`src/rtl/intc_pkg.sv`:
```
// Shared definitions for the nested interrupt controller: parameter defaults,
// EPC stack command encoding, nesting modes and the request priority encoder.
package intc_pkg;

  localparam int          NUM_IRQ_DEF    = 3;
  localparam int          DEPTH_DEF      = 4;
  localparam logic [31:0] VEC_BASE_DEF   = 32'h0000_3000;
  localparam logic [31:0] VEC_STRIDE_DEF = 32'h0000_0100;

  localparam logic EPC_PUSH = 1'b0;
  localparam logic EPC_POP  = 1'b1;

  typedef enum logic [1:0] {
    MODE_IDLE    = 2'd0,
    MODE_SERVICE = 2'd1,
    MODE_FULL    = 2'd2
  } mode_e;

  // Highest set bit index wins; returns 0 for an empty vector.
  function automatic int prio_enc(input logic [31:0] req);
    int idx;
    idx = 0;
    for (int i = 0; i < 32; i++) begin
      if (req[i]) idx = i;
    end
    return idx;
  endfunction

endpackage

```
`src/rtl/irq_edge_latch.sv`:
```
// Rising-edge capture of the raw request lines into sticky pending bits,
// cleared per line by the controller when that request is taken.
module irq_edge_latch
  import intc_pkg::*;
#(
  parameter int NUM_IRQ = NUM_IRQ_DEF
) (
  input  logic               clk,
  input  logic               rst,
  input  logic [NUM_IRQ-1:0] irq,
  input  logic [NUM_IRQ-1:0] clr,
  output logic [NUM_IRQ-1:0] pending
);

  logic [NUM_IRQ-1:0] irq_prev_q, irq_prev_d;
  logic [NUM_IRQ-1:0] pending_q, pending_d;
  logic [NUM_IRQ-1:0] rise;

  // A fresh edge wins over the clear so a re-request during take is kept.
  always_comb begin
    rise       = irq & ~irq_prev_q;
    pending_d  = (pending_q & ~clr) | rise;
    irq_prev_d = irq;
  end

  always_ff @(posedge clk) begin
    if (!rst) begin
      irq_prev_q <= '0;
      pending_q  <= '0;
    end else begin
      irq_prev_q <= irq_prev_d;
      pending_q  <= pending_d;
    end
  end

  assign pending = pending_q;

endmodule

```
`src/rtl/int_nest_ctrl.sv`:
```
// Nested interrupt controller driving the EPC stack push/pop and handler PC.
// Optional sticky error output enabled by defining INTC_ERR_EN.
module int_nest_ctrl
  import intc_pkg::*;
#(
  parameter int          NUM_IRQ    = NUM_IRQ_DEF,
  parameter int          DEPTH      = DEPTH_DEF,
  parameter logic [31:0] VEC_BASE   = VEC_BASE_DEF,
  parameter logic [31:0] VEC_STRIDE = VEC_STRIDE_DEF
) (
  input  logic                       clk,
  input  logic                       rst,
  input  logic [NUM_IRQ-1:0]         irq,
  input  logic                       ie,
  input  logic                       eret,
  input  logic                       stall,
  input  logic [31:0]                ret_pc,
  output logic                       int_take,
  output logic [31:0]                handler_addr,
  output logic                       epc_en,
  output logic                       epc_sel,
  output logic [31:0]                epc_data,
  output logic [NUM_IRQ-1:0]         pending,
  output logic [$clog2(DEPTH+1)-1:0] nest
`ifdef INTC_ERR_EN
  , output logic                     err
`endif
);

  localparam int IDX_W  = (NUM_IRQ > 1) ? $clog2(NUM_IRQ) : 1;
  localparam int NEST_W = $clog2(DEPTH+1);

  logic [NUM_IRQ-1:0] pending_w, take_mask;
  logic [IDX_W-1:0]   lvl_q [DEPTH];
  logic [IDX_W-1:0]   lvl_d [DEPTH];
  logic [NEST_W-1:0]  nest_q, nest_d;
  logic [IDX_W-1:0]   p, top;
  logic               preempt, req, take, pop;
  mode_e              mode;

  irq_edge_latch #(.NUM_IRQ(NUM_IRQ)) u_latch (
    .clk     (clk),
    .rst     (rst),
    .irq     (irq),
    .clr     (take_mask),
    .pending (pending_w)
  );

  // An empty level stack behaves as priority -1, so anything pre-empts it.
  always_comb begin
    p   = IDX_W'(prio_enc(32'(pending_w)));
    top = '0;
    for (int i = 0; i < DEPTH; i++) begin
      if (nest_q == NEST_W'(i + 1)) top = lvl_q[i];
    end
    if (nest_q == '0)                  mode = MODE_IDLE;
    else if (nest_q == NEST_W'(DEPTH)) mode = MODE_FULL;
    else                               mode = MODE_SERVICE;
    preempt   = (mode == MODE_IDLE) || (p > top);
    req       = rst && ie && !stall && !eret && (|pending_w) && preempt;
    take      = req && (mode != MODE_FULL);
    pop       = rst && eret && (mode != MODE_IDLE);
    take_mask = take ? (NUM_IRQ'(1) << p) : '0;
  end

  always_comb begin
    nest_d = nest_q;
    lvl_d  = lvl_q;
    if (pop) begin
      nest_d = nest_q - NEST_W'(1);
    end else if (take) begin
      for (int i = 0; i < DEPTH; i++) begin
        if (nest_q == NEST_W'(i)) lvl_d[i] = p;
      end
      nest_d = nest_q + NEST_W'(1);
    end
  end

  always_ff @(posedge clk) begin
    if (!rst) begin
      nest_q <= '0;
      for (int i = 0; i < DEPTH; i++) lvl_q[i] <= '0;
    end else begin
      nest_q <= nest_d;
      lvl_q  <= lvl_d;
    end
  end

  assign int_take     = take;
  assign handler_addr = take ? (VEC_BASE + 32'(p) * VEC_STRIDE) : 32'h0;
  assign epc_en       = take | pop;
  assign epc_sel      = pop ? EPC_POP : EPC_PUSH;
  assign epc_data     = take ? ret_pc : 32'h0;
  assign pending      = pending_w;
  assign nest         = nest_q;

`ifdef INTC_ERR_EN
  logic err_q, err_d;

  // Sticky: stray eret, or a request that would pre-empt but the stack is full.
  always_comb begin
    err_d = err_q | (rst && eret && (mode == MODE_IDLE)) | (req && (mode == MODE_FULL));
  end

  always_ff @(posedge clk) begin
    if (!rst) err_q <= 1'b0;
    else      err_q <= err_d;
  end

  assign err = err_q;
`endif

endmodule

```
`config.mk`:
```
export PLATFORM = sky130hd
export DESIGN_NAME = int_nest_ctrl
export DESIGN_NICKNAME = d
export VERILOG_FILES = /design/src/rtl/intc_pkg.sv /design/src/rtl/irq_edge_latch.sv /design/src/rtl/int_nest_ctrl.sv
export SDC_FILE = /design/constraint.sdc
export NUM_CORES = 1
export LEC_CHECK = 0
export ABC_AREA = 0
export BUFFER_PORTS_ARGS = -buffer_cell sky130_fd_sc_hd__buf_2
export CORE_MARGIN = 2
export CORE_UTILIZATION = 36
export CTS_CLUSTER_DIAMETER = 200
export CTS_CLUSTER_SIZE = 40
export DETAILED_ROUTE_END_ITERATION = 12
export GPL_ROUTABILITY_DRIVEN = 1
export MAX_ROUTING_LAYER = met4
export PLACE_DENSITY_LB_ADDON = 0.08
export SYNTH_ARGS = -nofsm -noshare
export SYNTH_HDL_FRONTEND = slang
export SYNTH_SLANG_ARGS = --single-unit
export TNS_END_PERCENT = 100
```
`constraint.sdc`:
```
create_clock -name clk -period 2.66 [get_ports clk]
set_clock_uncertainty 0.15 [all_clocks]
set_input_delay 0.266 -clock clk [delete_from_list [all_inputs] [get_ports clk]]
set_output_delay 0.266 -clock clk [all_outputs]
set_load 0.03 [all_outputs]
```
Word-level counts from Yosys, hierarchy flattened
Index checks and enable logic that the tools add are counted.
{ "word_totals": {"reg_bits": 17, "in_bits": 40, "output_inout_bits": 73} }
{ "classes": {"n_lt_le_gt_ge": 1, "mux": 14, "shifts": 1, "eq_ne": 5, "reduce_logical": 20, "add_sub_neg": 3, "bitwise": 7} }
{ "ops": {"columns": ["cell", "count"], "rows": [
  ["$mux 32", 1],
  ["$add 14x10->15 const A", 1],
  ["$mux 15", 1],
  ["$mux 2", 7],
  ["$reduce_and 3->1", 4],
  ["$mux 3", 3],
  ["$logic_and 1x1->1", 8],
  ["$and 3x3->3", 2],
  ["$eq 3x2->1 const B", 2],
  ["$not 3->3", 2],
  ["$reduce_bool 2->1", 2],
  ["$add 3x1->3 const B", 1],
  ["$eq 3x1->1 const B", 1],
  ["$eq 3x3->1 const B", 1],
  ["$logic_not 3->1", 1],
  ["$or 3x3->3", 1],
  ["$reduce_or 3->1", 1],
  ["$shl 1x2->3 const A", 1],
  ["$sub 3x1->3 const B", 1],
  ["$gt 2x2->1", 1],
  ["$logic_not 1->1", 2],
  ["$logic_not 2->1", 1],
  ["$mux 1", 2],
  ["$ne 2x2->1 const B", 1],
  ["other kinds (3)", 3]
]} }

Depth between registers and ports, before layout
Gate-level depths: netlist of the first run.
{ "logic_depth": {"ltp_word": 13, "mapped_depth": 15} }

Cells and area by module
Synthesis of the first run repeated with hierarchy kept, for this count alone.
{ "unflattened": {"cells_unflattened": 178, "hier_area_um2": 1477.7} }
{ "modules_own_cells": {"columns": ["mod", "n_inst", "cells_each", "seq_area_each_um2", "area_each_um2"], "rows": [
  ["int_nest_ctrl", 1, 160, 220.2, 1244.9],
  ["irq_edge_latch", 1, 18, 120.1, 232.7]
]} }

Least setup slack after synthesis of the first run
No wires, ideal clock.
{ "synth_timing": {"path_kind": "reg2out", "startpoint": "reg nest_q[2], in the netlist nest[2]", "endpoint": "out epc_data[18]", "path_stages_with_launch": 13, "path_buffers": 3, "path_slack_ps": -592, "arrival_ps": 2836, "cell_sequence": "dfxtp_1 -> buf_4 -> inv_1 -> ha_1 -> clkbuf_1 -> o311ai_0 -> ha_1 -> nand2_1 -> o21ai_1 -> a21o_4 -> inv_4 -> buf_2 -> and2_1"} }
{ "synth_via": {"elab_chain_cells": 10} }
{ "synth_rtl": {"columns": ["item", "line_no", "source"], "rows": [
  ["start: declaration", "int_nest_ctrl.sv:36", "logic [NEST_W-1:0] nest_q, nest_d;"],
  ["start signal: assignment", "int_nest_ctrl.sv:84", "nest_q <= nest_d;"],
  ["$eq 3x1->1", "int_nest_ctrl.sv:54", "if (nest_q == NEST_W'(i + 1)) top = lvl_q[i];"],
  ["$mux 2 (4 in series)", "int_nest_ctrl.sv:54", null],
  ["$gt 2x2->1", "int_nest_ctrl.sv:59", "preempt = (mode == MODE_IDLE) || (p > top);"],
  ["$logic_or 1x1->1", "int_nest_ctrl.sv:59", null],
  ["$logic_and 1x1->1", "int_nest_ctrl.sv:60", "req = rst && ie && !stall && !eret && (|pending_w) && preempt;"],
  ["$logic_and 1x1->1 *", "int_nest_ctrl.sv:61", "take = req && (mode != MODE_FULL);"],
  ["named net int_take", "int_nest_ctrl.sv:18", "output logic int_take,"],
  ["$mux 32 *", "int_nest_ctrl.sv:93", "assign epc_data = take ? ret_pc : 32'h0;"],
  ["end: declaration", "int_nest_ctrl.sv:22", "output logic [31:0] epc_data,"]
]} }
Mark *: on every way through the listed nets, which the timed path passes. The rest lies on a longest branch.

Worst setup path in the final report of the first run
{ "layout_timing": {"startpoint": "reg nest_q[1], in the netlist nest[1]", "endpoint": "out epc_data[19]"} }
{ "layout_via": {"elab_chain_cells": 10} }
{ "layout_rtl": {"columns": ["item", "line_no"], "rows": [
  ["$eq 3x1->1", "int_nest_ctrl.sv:54"],
  ["$mux 2 (4 in series)", "int_nest_ctrl.sv:54"],
  ["$gt 2x2->1", "int_nest_ctrl.sv:59"],
  ["$logic_or 1x1->1", "int_nest_ctrl.sv:59"],
  ["$logic_and 1x1->1", "int_nest_ctrl.sv:60"],
  ["$logic_and 1x1->1 *", "int_nest_ctrl.sv:61"],
  ["$mux 32 *", "int_nest_ctrl.sv:93"]
]} }
Mark *: on every way between the ends. The rest lies on a longest branch, timed or not.

==> out/metrics.sh, run 1 <==
RUN_STATUS='finished, violations left'
VIOLATIONS='setup timing'
PLACED_AREA_MM2=0.00205
PATH_CLK_SLEW_NS=0.07
CRITICAL_PATH.STARTPOINT_TYPE='register'
DIE_Y_UM=68.2
FINAL_TOTAL_PWR_mW=1.04
SETUP_SLACK_NS=-0.262
TIMING.CRITICAL_PATH.ARRIVAL_NS=2.51
CLK_PATH_BUF_DEPTH=2
TIMING_MAX_TRANSITION_VIOLATIONS_FINAL=0
SYNTH-EDFF-COUNT=0
FIN_NETS=333
POWER_LEAKAGE_nW=1.28
FINALINSTANCEAREA_MM2=0.00263
MAIN_FLOP_TYPE_AFTER_SYNTHESIS='sky130_fd_sc_hd__dfxtp_1'
CRIT_TYPE='reg -> out'
DETAILEDROUTE.FIRSTITERATIONVIOLATIONS=40
ROUTED_VIA_DENSITY=4.45
FINAL_GP_CONGESTION=0.778
WORSTREGTOREGCELLS=16
HPWL_UM=3090
YS_SEQ_ELEMENTS=17
RSZ0062_AT_GRT='true'
ANTENNA_FOUND_INITIAL=0
AREA_DELTA_SYNTH_FINAL_PCT=77.3
HOLD_WS_NS=0.0681
MAXCLOCKFREQUENCY_MHz=342
NETLIST_INSTANCES=181
FIRST_GLOBAL_VIAS=1240
CELLS_ON_WORST_HOLD_PATH=2
TIMING.CRITICAL_PATH.FANOUT_MAX=7
SETUP_VIOL=41
DRTANTENNAVIOLNETS=0
CRIT_PATH_END_KIND='output pin'
MEAN_ROUTED_WIRELENGTH_PER_CELL_UM=13.3
CTS_ROOT_BUF='sky130_fd_sc_hd__clkbuf_8'
CRITICAL_PATH.REG2REG.ENDPOINT='nest[2]'
SYNTH_AREA_PER_CELL_UM2=8.18
DIEAREA_MM2=0.00464
SYNTH.CELL_AREA_MM2=0.00148
HOLD_PATH_CLASS='in -> reg'
SYNTH-SEQ-AREA-SHARE=0.230
FINALCRITICALPERIOD_NS=2.92
SYNTH_COMMONEST_CELLS='sky130_fd_sc_hd__and2_1, sky130_fd_sc_hd__buf_4, sky130_fd_sc_hd__dfxtp_1'
POWER.DENSITY_CELL_AREA_mW_PER_MM2=395
PORTBUFFERS=84
FINAL_HOLD_VIOL_COUNT=0
DETAILROUTE.VIA_COUNT=1486
TRITONCTS='done'
ROW_COUNT=23
INITIAL_UTILIZATION=0.373
GRT_REMAINING_OVERFLOW=0
GRT_START_MAX_NET_PINS=21
FINAL_CORE_UTILIZATION=0.661
DRTPASS1ITERATIONS=4
R2R_SETUP_SLACK_NS=-0.17
CAPTURE_ENDPOINT_OF_THE_WORST_HOLD_PATH='u_latch.irq_prev_q[2]'
DIE_BOUNDARY_WIDTH_UM=68.2
IOPINCOUNT=113
CTSHTREEMAXLEVEL=1
SYNTH_TOP_AREA_FRAC=0.230
YOSYS.CELL_COUNT.TOP_TYPE='sky130_fd_sc_hd__and2_1'
GRT.TOTAL_USAGE=0.180
REQUIRED_TIME_WORST_ENDPOINT_NS=2.24
TIMING.FINAL.CRIT_SHARE=1.10
DRIVE_GT1_FRAC=0.634
MAX-VDD-IR-DROP_V=0.000310
YS.WARNINGS.COUNT=0
DETAIL_ROUTE.DRC_VIOLATIONS=0
RR_STARTPOINT='nest[1]'
WIRELENGTH_UM=4430
GRT_FIRST_PASS_WIRELENGTH_UM=5980
CTS_MADE_BUFFERS=3
SYNTH.LARGEST_AREA_CELL='sky130_fd_sc_hd__dfxtp_1'
NUM_ANTENNA_CELLS=0
NETLIST-CELL-TYPE-COUNT=36
SYNTHTOPCELLSBYAREA='sky130_fd_sc_hd__dfxtp_1, sky130_fd_sc_hd__buf_4, sky130_fd_sc_hd__and2_1, sky130_fd_sc_hd__ha_1, sky130_fd_sc_hd__nor2b_1'
SYNTHARSTFLOPSHARE=0
CRIT_PATH_START='nest[1]'
CAP_VIOLATIONS=0
CLOCK-SINKS=17
CLK-INSERTION-DELAY-LATE_NS=0.26
HOLD_PATH_ORIGIN='irq[2]'
COREAREA_MM2=0.00397
TNS_NS=-9.45
per-layer routing:
metal | part of all wire | routed length (um) | track usage | up-vias
li1 | - | - | - | 742
met1 | 0.39 | 1730 | 0.211 | 678
met2 | 0.53 | 2340 | 0.322 | 61
met3 | 0.073 | 322 | 0.0263 | 5
met4 | 0.0088 | 39 | 0.0450 | 0
met5 | 0 | 0 | - | -
critical path: stages (launching register included):
cell	delay (ns)
sky130_fd_sc_hd__dfxtp_4	0.38
sky130_fd_sc_hd__buf_6	0.12
sky130_fd_sc_hd__ha_4	0.18
sky130_fd_sc_hd__nor2_4	0.11
sky130_fd_sc_hd__a21oi_2	0.04
sky130_fd_sc_hd__o21ai_1	0.13
sky130_fd_sc_hd__a21oi_1	0.08
sky130_fd_sc_hd__ha_1	0.29
sky130_fd_sc_hd__nor2b_4	0.15
sky130_fd_sc_hd__o21ai_4	0.06
sky130_fd_sc_hd__a21o_4	0.22
sky130_fd_sc_hd__inv_8	0.09
sky130_fd_sc_hd__clkbuf_16	0.14
sky130_fd_sc_hd__and2_4	0.13
sky130_fd_sc_hd__buf_6	0.12
state kept, by name (all words and copies together) (netlist names):
register	cells
u_latch.pending	3
nest	3
lvl_q	8
u_latch.irq_prev_q	3
layout by cell type (no fill, tap or decap), types with 3 or more instances in the layout:
| cell type | instances |
|---|---|
| sky130_fd_sc_hd__and2_1 | 4 |
| sky130_fd_sc_hd__clkbuf_8 | 3 |
| sky130_fd_sc_hd__dfxtp_4 | 3 |
| sky130_fd_sc_hd__ha_4 | 5 |
| sky130_fd_sc_hd__mux2i_1 | 6 |
| sky130_fd_sc_hd__nand3_1 | 3 |
| sky130_fd_sc_hd__a21boi_1 | 3 |
| sky130_fd_sc_hd__ha_1 | 3 |
| sky130_fd_sc_hd__buf_8 | 4 |
| sky130_fd_sc_hd__a21oi_1 | 6 |
| sky130_fd_sc_hd__nand2_1 | 9 |
| sky130_fd_sc_hd__buf_2 | 46 |
| sky130_fd_sc_hd__buf_4 | 21 |
| sky130_fd_sc_hd__dfxtp_1 | 14 |
| sky130_fd_sc_hd__nor2b_1 | 9 |
| sky130_fd_sc_hd__buf_6 | 37 |
| sky130_fd_sc_hd__buf_12 | 3 |
| sky130_fd_sc_hd__and2_4 | 33 |
| sky130_fd_sc_hd__conb_1 | 28 |
| sky130_fd_sc_hd__inv_4 | 3 |
power breakdown:
group          switching, mW  internal [mW]  leakage, nW
sequential            0.0249          0.275        0.141
clock                  0.100          0.104       0.0255
combinational          0.298          0.236         1.11
cell families after synthesis:
family          synth area share
mux                       0.0405
other cells              0.00253
compound gates             0.133
simple gates               0.314
buf+inv                    0.213
fa+ha+maj                 0.0676
flops                      0.230
what timing repair did:
action,in CTS,in global routing
hold buffers,0,0
setup buffers,7,6
pin swaps,6,15
endpoints found under the setup margin,40,41
gates resized for setup,96,14
gates cloned,1,1
layout make-up:
cell class / count / area (um2)
fillers: 306 / 1350
multi-input cells: 144 / 1150
repair buffers: 113 / 977
flip-flops and latches: 17 / 352
well taps: 50 / 62.6
clock buffers: 3 / 41.3
inverters: 6 / 37.5
clock inverters: 1 / 5.00
how the worst max path moves through the flow:
stage / end / slack, ns / cells past startpoint
global placement: epc_data[16] / -0.09 / 15
global route: epc_data[8] / -0.34 / 14
detailed placement: epc_data[9] / -0.10 / 15
CTS: epc_data[31] / -0.24 / 15
floorplan: epc_data[18] / 0.0007 / 14
finish: epc_data[19] / -0.26 / 14
through the flow:
step,cells,worst slack [ns]
5_1_grt,334,-0.340
4_1_cts,327,-0.243
6_report,334,-0.262
2_1_floorplan,208,0.000736
3_5_place_dp,316,-0.101
3_3_place_gp,316,-0.0855
Note: power is estimated with default switching activity, not from simulation.
==> run 2: changes to the inputs <==
--- a/config.mk
+++ b/config.mk
@@ -13,8 +13,10 @@
 export CTS_CLUSTER_SIZE = 40
 export DETAILED_ROUTE_END_ITERATION = 12
 export GPL_ROUTABILITY_DRIVEN = 1
+export HOLD_SLACK_MARGIN = 0.03
 export MAX_ROUTING_LAYER = met4
 export PLACE_DENSITY_LB_ADDON = 0.08
+export RECOVER_POWER = 25
 export SYNTH_ARGS = -nofsm -noshare
 export SYNTH_HDL_FRONTEND = slang
 export SYNTH_SLANG_ARGS = --single-unit
==> run 2 against run 1 <==
Against the previous run:
- global-route usage did not move
- sequential cell count did not move
- design area down 0.24%
- sequential power about the same
- the run still ends with setup timing left
- critical path depth is the same
- critical endpoint unchanged
- worst hold slack about the same
- non-clock buffer count unchanged
- register-to-register slack about the same
==> out/metrics.sh, run 2 (same netlist as run 1, synthesis figures left out) <==
RUN_STATUS='finished, violations left'
VIOLATIONS='setup timing'
HPWL_UM=3090  # unchanged
WORST_SLEW_PIN_SLEW_NS=0.752
PORTBUFFERS=84  # unchanged
CRITICAL_PATH.STARTPOINT_TYPE='register'
DETAILEDROUTE.FIRSTITERATIONVIOLATIONS=27  # -33%
COREAREA_MM2=0.00397  # unchanged
HOLD_PATH_CLASS='in -> reg'
MOSTFREQUENTLAYOUTCELL='sky130_fd_sc_hd__buf_2'
MEAN_ROUTED_WIRELENGTH_PER_CELL_UM=13.2  # -0.18%
TRITONCTS='done'
DETAIL_ROUTE.DRC_VIOLATIONS=0  # unchanged
NFILLCELLS=309  # +0.98%
CTSHTREEMAXLEVEL=1  # unchanged
MAX-VDD-IR-DROP_V=0.000319  # +2.9%
CAPTURE_ENDPOINT_OF_THE_WORST_HOLD_PATH='u_latch.irq_prev_q[2]'
FINAL_HOLD_VIOL_COUNT=0  # unchanged
CRITICAL_PATH.REG2REG.ENDPOINT='nest[2]'
WORSTREGTOREGCELLS=16  # unchanged
TIMING.CRITICAL_PATH.FANOUT_MAX=7  # unchanged
HOLD_WS_NS=0.0681  # +0.0000179 ns
INITIAL_UTILIZATION=0.373  # unchanged
DRTPASS1ITERATIONS=4  # unchanged
WIRELENGTH_UM=4420  # -0.18%
LARGEST_REG_FLOPS=8  # unchanged
DIE_Y_UM=68.2  # unchanged
DRTANTENNAVIOLNETS=0  # unchanged
DETAILROUTE.VIA_COUNT=1485  # -0.067%
RR_STARTPOINT='nest[1]'
R2R_SETUP_SLACK_NS=-0.17  # about the same
MAX-SLEW-MARGIN-REL=0.498
REQUIRED_TIME_WORST_ENDPOINT_NS=2.24  # about the same
TIMING.FINAL.CRIT_SHARE=1.10  # about the same
HOLD_PATH_ORIGIN='irq[2]'
POWER.DENSITY_CELL_AREA_mW_PER_MM2=396  # about the same
CTS_ROOT_BUF='sky130_fd_sc_hd__clkbuf_8'
AREA_DELTA_SYNTH_FINAL_PCT=76.9
MAXCLOCKFREQUENCY_MHz=342  # about the same
NUM_ANTENNA_CELLS=0  # unchanged
ROUTED_VIA_DENSITY=4.45  # about the same
REGISTERS.TOP_BY_FF_COUNT='lvl_q'
DRIVE_GT1_FRAC=0.623  # -0.0106
CTS_MADE_BUFFERS=3  # unchanged
CELLS_ON_WORST_HOLD_PATH=2  # unchanged
FIN_NETS=333  # unchanged
CAP_VIOLATIONS=0  # unchanged
CRIT_PATH_START='nest[1]'
SETUP_SLACK_NS=-0.261  # +0.000784 ns
ROW_COUNT=23  # unchanged
FIRST_GLOBAL_VIAS=1240  # unchanged
TIMING_MAX_TRANSITION_VIOLATIONS_FINAL=0  # unchanged
IOPINCOUNT=113  # unchanged
CLK-INSERTION-DELAY-LATE_NS=0.26  # about the same
GRT_START_MAX_NET_PINS=21  # unchanged
FINAL_GP_CONGESTION=0.778  # unchanged
TNS_NS=-9.41  # +0.0309 ns
SETUP_VIOL=41  # unchanged
CLOCK-SINKS=17  # unchanged
RSZ0062_AT_GRT='true'
TIMING.CRITICAL_PATH.ARRIVAL_NS=2.51  # about the same
DIE_BOUNDARY_WIDTH_UM=68.2  # unchanged
DIEAREA_MM2=0.00464  # unchanged
GRT.TOTAL_USAGE=0.180  # unchanged
GRT_FIRST_PASS_WIRELENGTH_UM=5980  # unchanged
CRIT_PATH_END_KIND='output pin'
CLK_PATH_BUF_DEPTH=2  # unchanged
ANTENNA_FOUND_INITIAL=0  # unchanged
LAYOUT_COMMON_CELLS='sky130_fd_sc_hd__buf_2, sky130_fd_sc_hd__buf_6, sky130_fd_sc_hd__and2_4'
FINALCRITICALPERIOD_NS=2.92  # -0.000784 ns
GRT_REMAINING_OVERFLOW=0  # unchanged
PATH_CLK_SLEW_NS=0.07  # about the same
POWER_LEAKAGE_nW=1.27  # -0.84%
CRIT_TYPE='reg -> out'
==> run 2: changes by cell type in the layout (fill, tap and decap cells not counted) <==
cell	delta
sky130_fd_sc_hd__buf_4	-1
sky130_fd_sc_hd__clkbuf_1	+3
sky130_fd_sc_hd__buf_2	-2
==> run 2: layer usage <==
| metal | global-route usage | wire length, um |
|---|---|---|
| met1 | 0.211 | 1730 |
| met4 | 0.0450 | 39 |
| met2 | 0.322 | 2340 |
| met5 | - | 0 |
| met3 | 0.0263 | 315 |
==> run 2: metrics by stage <==
| step | cell area (um2) | instances | total power [mW] | util | setup WS, ns |
|---|---|---|---|---|---|
| after floorplan | 1760 | 208 | 0.621 | - | 0.000736 |
| after global placement | 2050 | 316 | 0.704 | 0.516 | -0.0855 |
| after detailed placement | 2050 | 316 | 0.698 | 0.516 | -0.101 |
| after CTS | 2510 | 327 | 1.01 | 0.632 | -0.243 |
| after global routing | 2620 | 334 | 1.09 | 0.660 | -0.340 |
| final | 2620 | 334 | 1.04 | 0.660 | -0.261 |
==> run 2: where the power goes <==
group / internal (mW) / switching (mW)
clock: 0.104 / 0.100
sequential: 0.275 / 0.0250
combinational: 0.234 / 0.298
==> run 2: worst max-delay path by stage <==
stage                     slack, ns           end  cells after the start
final                         -0.26  epc_data[19]                     14
after global routing          -0.34   epc_data[8]                     14
after CTS                     -0.24  epc_data[31]                     15
after detailed placement      -0.10   epc_data[9]                     15
after global placement        -0.09  epc_data[16]                     15
after floorplan              0.0007  epc_data[18]                     14
==> run 2: critical path, cell delays in order, from the launching register on <==
cell and delay, ns:
sky130_fd_sc_hd__dfxtp_4 0.38, sky130_fd_sc_hd__buf_6 0.12, sky130_fd_sc_hd__ha_4 0.18, sky130_fd_sc_hd__nor2_4 0.11
sky130_fd_sc_hd__a21oi_2 0.03, sky130_fd_sc_hd__o21ai_1 0.13, sky130_fd_sc_hd__a21oi_1 0.08, sky130_fd_sc_hd__ha_1 0.29
sky130_fd_sc_hd__nor2b_4 0.15, sky130_fd_sc_hd__o21ai_4 0.06, sky130_fd_sc_hd__a21o_4 0.22, sky130_fd_sc_hd__inv_8 0.09
sky130_fd_sc_hd__clkbuf_16 0.14, sky130_fd_sc_hd__and2_4 0.13, sky130_fd_sc_hd__buf_6 0.12
==> run 2: area by class of cell <==
type,instances,area [um2],share of cell area
multi-input cells,144,1150,0.439
repair buffers,113,971,0.371
flip-flops and latches,17,352,0.134
well taps,50,62.6,0.0239
clock buffers,3,41.3,0.0158
inverters,6,37.5,0.0143
clock inverters,1,5.00,0.00191
==> run 2: timing repair <==
| item | CTS | global route |
|---|---|---|
| buffers inserted | 7 | 6 |
| pin swaps | 6 | 15 |
| gates cloned | 1 | 1 |
| hold buffers | 0 | 0 |
| resized for setup | 96 | 14 |
| endpoints found under the setup margin | 40 | 41 |
